File: src/rtl/icb_apb_arb.sv
// Round-robin arbiter sharing one ICB target (normally the ICB-to-APB bridge) between NREQ requesters.
// Build option: define ICB_APB_ARB_FIXED_PRIO_EN for fixed priority (lowest index wins) instead of round-robin.
module icb_apb_arb #(
    parameter int NREQ = 2,
    parameter int AW   = 32,
    parameter int DW   = 64
) (
    input  logic                   clk,
    input  logic                   rst,
    input  logic [NREQ-1:0]        r_cmd_valid,
    output logic [NREQ-1:0]        r_cmd_ready,
    input  logic [NREQ-1:0]        r_cmd_read,
    input  logic [NREQ*AW-1:0]     r_cmd_addr,
    input  logic [NREQ*DW-1:0]     r_cmd_wdata,
    input  logic [NREQ*DW/8-1:0]   r_cmd_wmask,
    input  logic [NREQ*2-1:0]      r_cmd_size,
    output logic [NREQ-1:0]        r_rsp_valid,
    input  logic [NREQ-1:0]        r_rsp_ready,
    output logic [NREQ-1:0]        r_rsp_err,
    output logic [NREQ*DW-1:0]     r_rsp_rdata,
    output logic                   o_cmd_valid,
    input  logic                   o_cmd_ready,
    output logic                   o_cmd_read,
    output logic [AW-1:0]          o_cmd_addr,
    output logic [DW-1:0]          o_cmd_wdata,
    output logic [DW/8-1:0]        o_cmd_wmask,
    output logic [1:0]             o_cmd_size,
    input  logic                   o_rsp_valid,
    output logic                   o_rsp_ready,
    input  logic                   o_rsp_err,
    input  logic [DW-1:0]          o_rsp_rdata,
    output logic                   busy,
    output logic [1:0]             grant_idx
);

    localparam int         MW    = DW / 8;
    localparam logic [2:0] NREQ3 = 3'(NREQ);

    typedef enum logic [1:0] {
        IDLE = 2'd0,
        CMD  = 2'd1,
        RSP  = 2'd2
    } state_t;

    state_t          state_q;
    logic [1:0]      ptr_q;
    logic [1:0]      grant_q;

    logic [NREQ-1:0] rot;
    logic [1:0]      off;
    logic [2:0]      sum;
    logic [1:0]      winner_d;
    logic            g_valid;
    logic            g_rsp_ready;

    // Rotate the request vector so bit 0 is the requester at ptr; the lowest set bit is the winner.
    always_comb begin
        rot = NREQ'({r_cmd_valid, r_cmd_valid} >> ptr_q);
        off = '0;
        for (int i = NREQ - 1; i >= 0; i--) begin
            if (rot[i]) off = 2'(i);
        end
        sum = {1'b0, ptr_q} + {1'b0, off};
        if (sum >= NREQ3) sum = sum - NREQ3;
        winner_d = sum[1:0];
    end

`ifndef ICB_APB_ARB_FIXED_PRIO_EN
    logic [2:0] ptr_inc;
    logic [1:0] ptr_d;
    always_comb begin
        ptr_inc = {1'b0, grant_q} + 3'd1;
        ptr_d   = (ptr_inc >= NREQ3) ? 2'd0 : ptr_inc[1:0];
    end
`endif

    always_comb begin
        g_valid     = 1'b0;
        g_rsp_ready = 1'b0;
        o_cmd_read  = 1'b0;
        o_cmd_addr  = '0;
        o_cmd_wdata = '0;
        o_cmd_wmask = '0;
        o_cmd_size  = '0;
        for (int k = 0; k < NREQ; k++) begin
            if (grant_q == 2'(k)) begin
                g_valid     = r_cmd_valid[k];
                g_rsp_ready = r_rsp_ready[k];
                o_cmd_read  = r_cmd_read[k];
                o_cmd_addr  = r_cmd_addr[k*AW +: AW];
                o_cmd_wdata = r_cmd_wdata[k*DW +: DW];
                o_cmd_wmask = r_cmd_wmask[k*MW +: MW];
                o_cmd_size  = r_cmd_size[k*2 +: 2];
            end
        end
    end

    // Handshakes are valid/ready: a beat transfers on a rising edge where both are high.
    // Each channel is only opened in its own phase, so an early target response waits.
    always_comb begin
        r_cmd_ready = '0;
        r_rsp_valid = '0;
        r_rsp_err   = '0;
        for (int k = 0; k < NREQ; k++) begin
            if (grant_q == 2'(k)) begin
                r_cmd_ready[k] = (state_q == CMD) & o_cmd_ready;
                r_rsp_valid[k] = (state_q == RSP) & o_rsp_valid;
                r_rsp_err[k]   = (state_q == RSP) & o_rsp_err;
            end
        end
    end

    assign o_cmd_valid = (state_q == CMD) & g_valid;
    assign o_rsp_ready = (state_q == RSP) & g_rsp_ready;
    assign r_rsp_rdata = {NREQ{o_rsp_rdata}};
    assign busy        = (state_q != IDLE);
    assign grant_idx   = grant_q;

    always_ff @(posedge clk or negedge rst) begin
        if (!rst) begin
            state_q <= IDLE;
            ptr_q   <= '0;
            grant_q <= '0;
        end else begin
            case (state_q)
                IDLE: begin
                    if (|r_cmd_valid) begin
                        grant_q <= winner_d;
                        state_q <= CMD;
                    end
                end
                CMD: begin
                    // A withdrawn request abandons the grant without advancing the pointer.
                    if (!g_valid)         state_q <= IDLE;
                    else if (o_cmd_ready) state_q <= RSP;
                end
                RSP: begin
                    if (o_rsp_valid && g_rsp_ready) begin
                        state_q <= IDLE;
`ifdef ICB_APB_ARB_FIXED_PRIO_EN
                        ptr_q   <= '0;
`else
                        ptr_q   <= ptr_d;
`endif
                    end
                end
                default: state_q <= IDLE;
            endcase
        end
    end

endmodule

File: config.mk
export PLATFORM = sky130hd
export DESIGN_NAME = icb_apb_arb
export DESIGN_NICKNAME = d
export VERILOG_FILES = /design/src/rtl/icb_apb_arb.sv
export SDC_FILE = /design/constraint.sdc
export NUM_CORES = 1
export LEC_CHECK = 0
export ABC_AREA = 1
export BUFFER_PORTS_ARGS = -buffer_cell sky130_fd_sc_hd__buf_4
export CORE_AREA = 2 2 206 208
export CTS_CLUSTER_DIAMETER = 100
export DETAILED_ROUTE_END_ITERATION = 8
export DIE_AREA = 0 0 208 210
export GPL_TIMING_DRIVEN = 1
export MAX_ROUTING_LAYER = met4
export PLACE_DENSITY = 0.33
export SLEW_MARGIN = 20
export SYNTH_ARGS = -nofsm -noshare
export SYNTH_HDL_FRONTEND = slang
export SYNTH_SLANG_ARGS = --single-unit
export TNS_END_PERCENT = 10
File: constraint.sdc
create_clock -name clk -period 4.3 [get_ports clk]
set_input_delay 0.43 -clock clk [delete_from_list [all_inputs] [get_ports clk]]
set_output_delay 0.43 -clock clk [all_outputs]
set_load 0.005 [all_outputs]
==> results.txt, run 1 <==
----------------------------------------------------
[Synth]
  Dominant cell type by area after synthesis ... sky130_fd_sc_hd__buf_4
  Synthesized instance count ... 333
  Area fraction of the dominant cell type after synthesis ... 0.3943
  Top cells by area, synth ... sky130_fd_sc_hd__buf_4, sky130_fd_sc_hd__a22o_1, sky130_fd_sc_hd__dfrtp_1
  Most instantiated cells after synthesis ... sky130_fd_sc_hd__buf_4, sky130_fd_sc_hd__a22o_1, sky130_fd_sc_hd__nand2_1, sky130_fd_sc_hd__buf_2, sky130_fd_sc_hd__inv_1
  Post-synth top flop ... sky130_fd_sc_hd__dfrtp_1
  Count of distinct cell types in the synthesized netlist ... 20
  Sequential element share of the synthesized area ... 0.05929
  FF+latch count, synth ... 6
  Post-synthesis cell area ... between 2000 and 3000 µm²
  Yosys synthesis warning count ... 0
  Dominant cell by count in the synthesized netlist ... sky130_fd_sc_hd__buf_4
  Async set-or-reset flop fraction in the synthesized netlist ... 1.000
  Average cell area after synthesis ... 7.605 µm²
  Number of synthesized flops with an enable pin ... 0
  Nets in the synthesized netlist ... ~630

[Timing]
  Total Neg Setup Slack ... 0 ns
  Slew Limit Headroom ... 0.5045
  Final max-slew violation count ... 0
  Actual slew at the worst max-slew pin ... approximately 0.74 ns
  Worst Clk Skew ... between 0.003 and 0.004 ns
  Final period utilization ... 0.6685
  # setup viols final ... 0
  Time the worst path needs with I/O delays and setup ... 2.875 ns
  Fmax ... about 350 MHz
  Hold Fails Final Rpt ... 0
  Unrepaired setup endpoints after global routing ... no

[Die]
  Area of the die ... 43680 µm²
  Floorplan row count ... 75
  Placeable core area ... about 41000 µm²
  Die boundary height ... between 200 and 250 µm
  Number of ports placed on the die boundary ... around 530
  Chip width ... about 210 µm
  Starting density of the core ... 0.06106

[Final layout]
  Fraction of layout cells with a size suffix above 1 ... 0.6629
  Final design utilization ... 0.1151
  Area Growth Syn to Fin ... 88.54%
  Count of inserted antenna diode cells ... 0
  Filler Cell Count ... around 4800
  Number of nets at the end of the flow ... just over 800

[Critical path]
  Largest fanout of any net on the critical path ... between 50 and 60
  Biggest cell delay along the critical path ... 0.64 ns
  CP Class ... flip-flop to primary output
  Cell breakdown of the critical path ... inv_1 -> ha_4 -> buf_4 -> a22o_1 -> buf_4
  Worst Path Required ... 3.87 ns
  Worst endpoint data arrival time ... around 2.4 ns
  Cell occurring most often along the worst timing path ... sky130_fd_sc_hd__buf_4
  Critical Path End Type ... primary output
  Number of cell instances on the worst register-to-register path ... 8
  Category of the worst setup path launch point ... flip-flop
  Cell type of the slowest stage on the worst timing path ... sky130_fd_sc_hd__buf_4

[Pwr]
  Largest voltage drop on the vdd net ... approximately 0.23 mV
  Sequential share of power ... 0.044
  Switching power ... 1019 µW
  Switching power share of the total ... 0.4252
  Clock power frac ... 0.062
  Combinational fraction of design power ... 0.894
  Total internal power ... about 1400 µW
  Leakage dissipation ... about 0.0024 µW
  Power per Cell Area ... about 500 nW/µm²

[Global routing]
  Wire length of the first global-routing pass ... ~20 mm
  Total GRT Usage ... 0.06059
  Maximum number of pins on one net before global-route repair ... 63
  Number of antenna violations at the first check in global routing ... 0
  Number of global-route vias before repair ... about 3200
  Total congestion overflow after global routing ... 0

[Job]
  Number of max-cap violations ... 0

[Detailed routing]
  Number of violations reported at the end of detailed-routing iteration 0 ... slightly below 70
  Wire length after detailed routing ... 14.44 mm
  Total number of vias ... about 3200
  DR DRC count ... 0
  Routed len/inst ... 13.53 µm
  Via density per instance ... 2.976
  Antenna-violating nets left ... 0
  Number of iterations in the first detailed-routing pass ... 4

[Placement]
  Placed wire-length estimate after detailed placement ... ~13 mm
  PortBufs ... 340
  Placer's final routability congestion estimate ... around 0.66

[Clock network]
  CTS-repair resized insts ... 0
  Clock tree sinks ... 6
  Maximum level of the CTS H-tree ... 1
  Clock root buffer master ... sky130_fd_sc_hd__clkbuf_16
  Number of buffers between clock root and the deepest sink ... 2
  Clock latency reported for the late side of the worst-skew pair ... 0.23 ns
  Postcts setup bufs ... 0
  TritonCTS clock tree ... yes
  Cts bufs inserted ... 3
  Clock transition at the registers of the reported paths ... roughly 0.03 ns
  Hold buffers post-CTS ... 0

[Run status]
  Status ... complete, no violations

[Min path]
  Path category of the worst min-delay check ... primary input to asynchronous set/reset pin

----------------------------------------------------
==> power by group through the flow <==
stage | sequential (µW) | combinational, µW | clock, µW
after detailed placement | 108 | 2190 | 0
after global routing | 111 | 2340 | 153
after CTS | 107 | 2200 | 149
after global placement | 108 | 2210 | 0
final | 106 | 2140 | 148
after floorplan | 98.9 | 1140 | 0
==> cells in the final DEF, fill, tap and decap left out, drive strengths merged, types with 2 or more instances in the layout <==
master	instances
o21ai	4
nand3	4
ha	6
nor3	2
clkbuf	3
nor2	10
inv	17
dfrtp	6
a22o	107
nand2	20
a21oi	2
buf	343
==> path summary, 6_finish.rpt <==
kind | end | slack [ns] | startpoint
min reg2reg | grant_idx[1] | 0.51 | grant_idx[1]
max | o_cmd_wdata[15] | 1.43 | grant_idx[1]
max reg2reg | ptr_q[1] | 2.26 | grant_idx[1]
min in group clk | grant_idx[1] | 0.51 | grant_idx[1]
max in group asynchronous | ptr_q[0] | 4.17 | rst
min | grant_idx[0] | 0.008 | rst
==> logic make-up after synthesis <==
| group | Yosys count | share of synthesized area |
|---|---|---|
| DFF | 6 | 0.05929 |
| buffers and inverters | 168 | 0.4575 |
| AOI/OAI and AO/OA | 115 | 0.3893 |
| and+or+nand+nor | 38 | 0.06423 |
| adders and majority gates | 6 | 0.02964 |
==> flip-flops by register name, indices dropped and copies added, names as in the netlist <==
name	count
state_q	2
ptr_q	2
grant_idx	2
==> area by class of cell <==
type,count,area (µm²),share of cell area
Multi-Input combinational cell,159,1236,0.2589
Tap cell,539,674.4,0.1412
Clock buffer,3,75.07,0.01572
Timing Repair Buffer,343,2575,0.5393
Sequential cell,6,150.1,0.03145
Inverter,17,63.81,0.01336
==> critical path, delay by kind of cell (launching register included) <==
kind | cells | cell delay, ns
AO/OA/AOI/OAI | 1 | 0.29
adder cells (fa/ha/maj) | 1 | 0.59
buffers and inverters | 3 | 0.89
flip-flops | 1 | 0.39
==> metal layers <==
metal	share of wire	up-vias	GRT usage
met5	0	-	-
met4	0.048	0	0.02984
met3	0.11	58	0.01818
met2	0.50	286	0.1079
met1	0.34	1372	0.06034
li1	-	1459	-
==> through the flow <==
stage	hold WS, ns	setup slack [ns]	power (µW)	std cells	cell area, µm²
detailed placement	0.2464	1.621	2296	1064	4700
global route	0.01211	1.255	2604	1067	4775
CTS	0.01167	1.381	2452	1067	4775
global placement	0.2458	1.606	2321	1064	4700
finish	0.007962	1.425	2397	1067	4775
floorplan	0.1344	2.548	1239	333	2532
(Power assumes the default switching activity.)
==> inputs of run 2 (changes only) <==
Settings changed: ABC_AREA 1 to 0, CORE_AREA 2 2 206 208 to 2 2 209 211, DIE_AREA 0 0 208 210 to 0 0 211 213, PLACE_DENSITY 0.33 to 0.34.
Clock period 4.3 ns to 2.7 ns, I/O delays scaled along.
==> run 2 against run 1 <==
  * Design area rose by 10%
  * Die area is 2.9% higher
  * Clock-buffer cell count unchanged
  * Critical endpoint is now o_cmd_addr[14]
==> results.txt, run 2 <==
----------------------------------------------------
[Critical path]
  CP Class ... flip-flop to primary output
  Critical Path End Type ... primary output
  Cell breakdown of the critical path ... inv_1 -> ha_4 -> buf_12 -> buf_4 -> nand2_1 -> o21ai_0 -> buf_4
  Worst Path Required ... around 2.4 ns
  Category of the worst setup path launch point ... flip-flop
  Biggest cell delay along the critical path ... around 0.4 ns
  Cell type of the slowest stage on the worst timing path ... sky130_fd_sc_hd__dfrtp_1
  Internal reg-to-reg setup slack ... about 0.89 ns
  R2r endpoint ... ptr_q[0]
  Cell occurring most often along the worst timing path ... sky130_fd_sc_hd__buf_4
  Number of cell instances on the worst register-to-register path ... 5
  Largest fanout of any net on the critical path ... 46
  Worst endpoint data arrival time ... 2.02 ns
  Worst reg2reg startpoint ... grant_idx[1]

[Clock network]
  Clock latency reported for the late side of the worst-skew pair ... 0.23 ns
  Cts bufs inserted ... 3
  Hold buffers post-CTS ... 1
  Clock transition at the registers of the reported paths ... about 0.030 ns
  CTS-repair resized insts ... 0
  Clock tree sinks ... 6
  Number of buffers between clock root and the deepest sink ... 2
  Clock root buffer master ... sky130_fd_sc_hd__clkbuf_16
  TritonCTS clock tree ... yes
  Postcts setup bufs ... 0
  Maximum level of the CTS H-tree ... 1

[Timing]
  Time the worst path needs with I/O delays and setup ... 2.290 ns
  # setup viols final ... 0
  Unrepaired setup endpoints after global routing ... no
  Worst Clk Skew ... between 0.0009 and 0.001 ns
  Actual slew at the worst max-slew pin ... between 0.4 and 0.5 ns
  Final max-slew violation count ... 0
  Final period utilization ... 0.8482
  Hold Fails Final Rpt ... 0
  Fmax ... approximately 440 MHz
  Slew Limit Headroom ... 0.6840
  Total Neg Setup Slack ... 0 ns
  Worst hold slack after final layout ... 0.2780 ns

[Synth]
  Synthesized instance count ... approximately 520
  Simple-gate area share of the yosys netlist ... 0.3027
  Compound-gate portion of the synthesized area ... 0.2165
  Area fraction of the dominant cell type after synthesis ... 0.3279
  Yosys synthesis warning count ... 0
  Post-synthesis cell area ... around 3000 µm²
  Dominant cell type by area after synthesis ... sky130_fd_sc_hd__buf_4
  Post-Synth XOR/XNOR Area ... 0
  Top cells by area, synth ... sky130_fd_sc_hd__buf_4, sky130_fd_sc_hd__nand2_1, sky130_fd_sc_hd__o21ai_0
  Number of synthesized flops with an enable pin ... 0
  Mux cell area share after synthesis ... 0.01494
  Post-synth top flop ... sky130_fd_sc_hd__dfrtp_1
  Dominant cell by count in the synthesized netlist ... sky130_fd_sc_hd__nand2_1
  FF+latch count, synth ... 6
  Adder and majority cell fraction of the synthesized area ... 0.02562
  Average cell area after synthesis ... about 5.6 µm²
  Nets in the synthesized netlist ... 817
  Async set-or-reset flop fraction in the synthesized netlist ... 1.000
  Count of distinct cell types in the synthesized netlist ... 27
  Most instantiated cells after synthesis ... sky130_fd_sc_hd__nand2_1, sky130_fd_sc_hd__buf_4, sky130_fd_sc_hd__o21ai_0, sky130_fd_sc_hd__clkbuf_1, sky130_fd_sc_hd__buf_2
  Combinational family with the most area after synthesis ... buffers and inverters
  Sequential element share of the synthesized area ... 0.05124

[Detailed routing]
  Via density per instance ... just over 3
  Number of iterations in the first detailed-routing pass ... 4
  Number of violations reported at the end of detailed-routing iteration 0 ... about 110
  Routed len/inst ... about 12 µm
  Antenna-violating nets left ... 0
  Wire length after detailed routing ... 15.37 mm
  Total number of vias ... approximately 3800
  DR DRC count ... 0

[Pwr]
  Leakage dissipation ... 0.002562 µW
  Power per Cell Area ... about 760 nW/µm²
  Largest voltage drop on the vdd net ... around 0.41 mV
  Sum of internal, switching and leakage power ... about 4000 µW

[Global routing]
  Maximum number of pins on one net before global-route repair ... roughly 110
  Total GRT Usage ... 0.06080
  Number of global-route vias before repair ... roughly 3600
  Number of antenna violations at the first check in global routing ... 0
  Wire length of the first global-routing pass ... between 20 and 25 mm
  Total congestion overflow after global routing ... 0

[Min path]
  Instance count along the most critical hold path ... 2
  Worst Hold Endpoint ... state_q[0]
  Beginning of the worst hold path ... o_cmd_ready
  Path category of the worst min-delay check ... primary input to flip-flop

[Final layout]
  Highest-count cells in the layout ignoring fill and taps ... sky130_fd_sc_hd__buf_4, sky130_fd_sc_hd__nand2_1, sky130_fd_sc_hd__o21ai_0
  Number of nets at the end of the flow ... roughly 1000
  Commonest non-fill, non-tap cell in the layout ... sky130_fd_sc_hd__buf_4
  Count of inserted antenna diode cells ... 0
  Area Growth Syn to Fin ... 80.02%
  Count of placed standard cells in the final layout, fillers left out ... approximately 1300
  Fraction of layout cells with a size suffix above 1 ... 0.5056

[Placement]
  PortBufs ... 340
  Placed cell count ... ~1300
  Placer's final routability congestion estimate ... 0.8014
  Placed wire-length estimate after detailed placement ... roughly 13 mm

[Die]
  Area of the die ... ~45000 µm²
  Placeable core area ... 42700 µm²
  Die boundary height ... 213 µm
  Chip width ... between 200 and 250 µm
  Number of ports placed on the die boundary ... around 530
  Floorplan row count ... 76
  Starting density of the core ... 0.06863

[Job]
  Number of max-cap violations ... 0

[Run status]
  Status ... complete, no violations

----------------------------------------------------
## run 2: cell count changes after synthesis, sizes merged, moves of 9 or more
| cell | change |
|---|---|
| nand2 | +183 |
| a22o | -100 |
| o21ai | +97 |
| clkbuf | +23 |
| inv | -12 |
| buf | -9 |
## run 2: where the power goes
part,internal (µW),total (µW),switching (µW)
sequential,134,175,40.5
clock,190,236,46.2
combinational,1850,3620,1770
total,2170,4030,1860
## run 2: worst max-delay path by stage
stage | from | to | slack, ns
floorplan | grant_idx[0] | o_cmd_addr[0] | 1.06
global placement | grant_idx[0] | o_cmd_addr[0] | 0.59
detailed placement | grant_idx[1] | o_cmd_addr[0] | 0.59
CTS | grant_idx[1] | o_cmd_addr[14] | 0.35
global route | grant_idx[0] | o_cmd_addr[18] | 0.20
finish | grant_idx[1] | o_cmd_addr[14] | 0.41
## run 2: area by class of cell
type,instances,area (µm²)
sequential,6,150.1
fill,5012,37420
multi-input combinational,348,1665
inverter,5,18.77
tap,546,683.2
clock buffer,3,75.07
timing repair buffer,352,2683
## run 2: metal layers
layer	vias up	global-route usage	share of wire
met4	0	0.02550	0.040
met5	-	-	0
met1	1603	0.06407	0.37
li1	1931	-	-
met2	242	0.1090	0.51
met3	49	0.01427	0.079
## run 2: metrics by stage
stage	area [µm²]	setup WS, ns	utilization
2_1_floorplan	2930	1.064	-
3_3_place_gp	5190	0.5863	0.1216
3_5_place_dp	5190	0.5896	0.1216
4_1_cts	5275	0.3502	0.1235
5_1_grt	5275	0.1956	0.1235
6_report	5275	0.4097	0.1235
## run 2: worst max-delay path, delay by kind of cell (launching register included)
| family | cells | cell delay [ns] |
|---|---|---|
| buf+inv | 4 | 0.78 |
| simple gates | 1 | 0.06 |
| flops | 1 | 0.39 |
| compound gates | 1 | 0.16 |
| fa+ha+maj | 1 | 0.36 |
## run 2: logic make-up after synthesis
kind of cell	count (synthesis)
AOI/OAI and AO/OA	116
adders and majority gates	6
buffers and inverters	170
DFF	6
muxes	4
and+or+nand+nor	222
==> inputs of run 3 (changes only) <==
Clock period 2.7 ns to 2.3 ns, I/O delays scaled along.
==> run 3 against run 2 <==
  * Core utilization up 0.11 points
  * Sequential cell count did not move
  * Wire length is 0.77% higher
  * Die area unchanged
  * Non-clock buffer count up 1
  * Design area up 0.93%
  * Clock power is 17% higher
  * Clock-buffer cell count did not move
  * First-iteration DRC count increased by 38%
  * Sequential power is 19% higher
  * Critical path depth did not move
  * Via count is 0.81% lower
  * Largest cell class unchanged
==> results.txt, run 3 (same netlist as run 2, synthesis figures left out) <==
----------------------------------------------------
[Final layout]
  Count of inserted antenna diode cells ... 0
  Count of placed standard cells in the final layout, fillers left out ... approximately 1300
  Commonest non-fill, non-tap cell in the layout ... sky130_fd_sc_hd__buf_4
  Fraction of layout cells with a size suffix above 1 ... 0.5063
  Number of nets at the end of the flow ... just over 1000
  Highest-count cells in the layout ignoring fill and taps ... sky130_fd_sc_hd__buf_4, sky130_fd_sc_hd__nand2_1, sky130_fd_sc_hd__o21ai_0
  Final design utilization ... 0.1247
  Area Growth Syn to Fin ... 81.68%
  Filler Cell Count ... roughly 5000

[Critical path]
  Category of the worst setup path launch point ... flip-flop
  CP Class ... flip-flop to primary output
  Worst Path Required ... between 2 and 2.5 ns
  Worst endpoint data arrival time ... 1.88 ns
  Cell type of the slowest stage on the worst timing path ... sky130_fd_sc_hd__dfrtp_1
  Category of cells accounting for the largest share of critical-path delay ... buffers and inverters
  Largest fanout of any net on the critical path ... 43
  Cell breakdown of the critical path ... inv_1 -> ha_4 -> buf_12 -> and3b_1 -> a21oi_1 -> nor2_1 -> buf_4
  Critical Path End Type ... primary output
  Biggest cell delay along the critical path ... around 0.43 ns
  Buf+Inv Stages, Crit Path ... 3

[Clock network]
  Maximum level of the CTS H-tree ... 1
  Clock tree sinks ... 6
  Clock root buffer master ... sky130_fd_sc_hd__clkbuf_16
  Cts bufs inserted ... 3
  TritonCTS clock tree ... yes
  Clock transition at the registers of the reported paths ... 0.03 ns
  Clock latency reported for the late side of the worst-skew pair ... 0.22 ns
  Number of buffers between clock root and the deepest sink ... 2
  Postcts setup bufs ... 0

[Placement]
  Placed cell count ... ~1300
  PortBufs ... 340
  Placed wire-length estimate after detailed placement ... 13.09 mm
  Placer's final routability congestion estimate ... 0.7756

[Timing]
  # setup viols final ... 0
  Total Neg Setup Slack ... 0 ns
  Hold Fails Final Rpt ... 0
  Worst hold slack after final layout ... 0.2351 ns
  Slew Limit Headroom ... 0.6731
  Final period utilization ... 0.9177
  Time the worst path needs with I/O delays and setup ... around 2.1 ns
  Worst Clk Skew ... 0.001571 ns
  Unrepaired setup endpoints after global routing ... no
  Fmax ... 473.7 MHz
  Final max-slew violation count ... 0
  Actual slew at the worst max-slew pin ... ~0.5 ns

[Pwr]
  Power per Cell Area ... 913.9 nW/µm²
  Leakage dissipation ... 0.002584 µW
  Largest voltage drop on the vdd net ... 0.5647 mV
  Sum of internal, switching and leakage power ... 4865 µW

[Die]
  Area of the die ... about 45000 µm²
  Die boundary height ... 213 µm
  Floorplan row count ... 76
  Chip width ... ~210 µm
  Placeable core area ... 42700 µm²
  Number of ports placed on the die boundary ... approximately 530
  Starting density of the core ... 0.06863

[Global routing]
  Total GRT Usage ... 0.06031
  Number of antenna violations at the first check in global routing ... 0
  Number of global-route vias before repair ... approximately 3600
  Maximum number of pins on one net before global-route repair ... 79
  Total congestion overflow after global routing ... 0
  Wire length of the first global-routing pass ... approximately 21 mm

[Detailed routing]
  Number of violations reported at the end of detailed-routing iteration 0 ... 145
  Total number of vias ... 3794
  DR DRC count ... 0
  Via density per instance ... about 3
  Number of iterations in the first detailed-routing pass ... 4
  Wire length after detailed routing ... 15.49 mm
  Routed len/inst ... 12.28 µm
  Antenna-violating nets left ... 0

[Job]
  Number of max-cap violations ... 0

[Min path]
  Path category of the worst min-delay check ... primary input to flip-flop

[Run status]
  Status ... complete, no violations

----------------------------------------------------
[run 3: changes by cell type in the layout (fill, tap and decap cells not counted), sizes merged]
| cell | previous run | this run |
|---|---|---|
| clkbuf | 3 | 4 |
[run 3: what timing repair did]
action,in CTS,in global routing
endpoints found under the hold margin,6,0
endpoints found under the setup margin,0,1
hold buffers,1,0
gates resized for setup,0,2
[run 3: stage by stage]
stage	worst slack, ns	instance area [µm²]
after global routing	0.03707	5324
after CTS	0.1377	5288
after global placement	0.3876	5202
after detailed placement	0.3815	5202
final	0.1892	5324
after floorplan	0.6891	2930
[run 3: path summary, 6_finish.rpt]
path	slack (ns)	end	from	cells after the start
max	0.19	o_cmd_valid	grant_idx[0]	7
min	0.24	state_q[0]	o_cmd_ready	2
max reg2reg	0.40	ptr_q[0]	grant_idx[0]	6
min reg2reg	0.55	grant_idx[1]	grant_idx[1]	1
max in group asynchronous	1.83	ptr_q[0]	rst	2
min in group asynchronous	0.35	state_q[0]	rst	2
[run 3: worst register-to-register path: cells and delay by family (launching register included)]
| kind | cells | cell delay (ns) |
|---|---|---|
| and+or+nand+nor | 1 | 0.14 |
| buffers and inverters | 2 | 0.37 |
| AOI/OAI and AO/OA | 1 | 0.29 |
| DFF | 1 | 0.43 |
| adders and majority gates | 1 | 0.21 |
| muxes | 1 | 0.35 |
[run 3: layout make-up]
class / count / area (µm²) / area share
well taps: 546 / 683.2 / 0.1283
multi-input cells: 348 / 1665 / 0.3128
inverters: 5 / 18.77 / 0.003525
repair buffers: 353 / 2731 / 0.5130
flip-flops and latches: 6 / 150.1 / 0.02820
clock buffers: 3 / 75.07 / 0.01410
[run 3: power breakdown]
part,leakage [µW],internal (µW),switching (µW),total [µW]
registers,0.0000745,158,50.2,208
clock network,0.0000370,223,53.8,277
logic,0.00247,2230,2150,4380
[run 3: metal layers]
layer | global-route usage | vias to the layer above | share of wire
met2 | 0.1067 | 244 | 0.51
met1 | 0.06423 | 1570 | 0.37
met3 | 0.01544 | 47 | 0.086
met4 | 0.02428 | 0 | 0.038
met5 | - | - | 0
li1 | - | 1933 | -
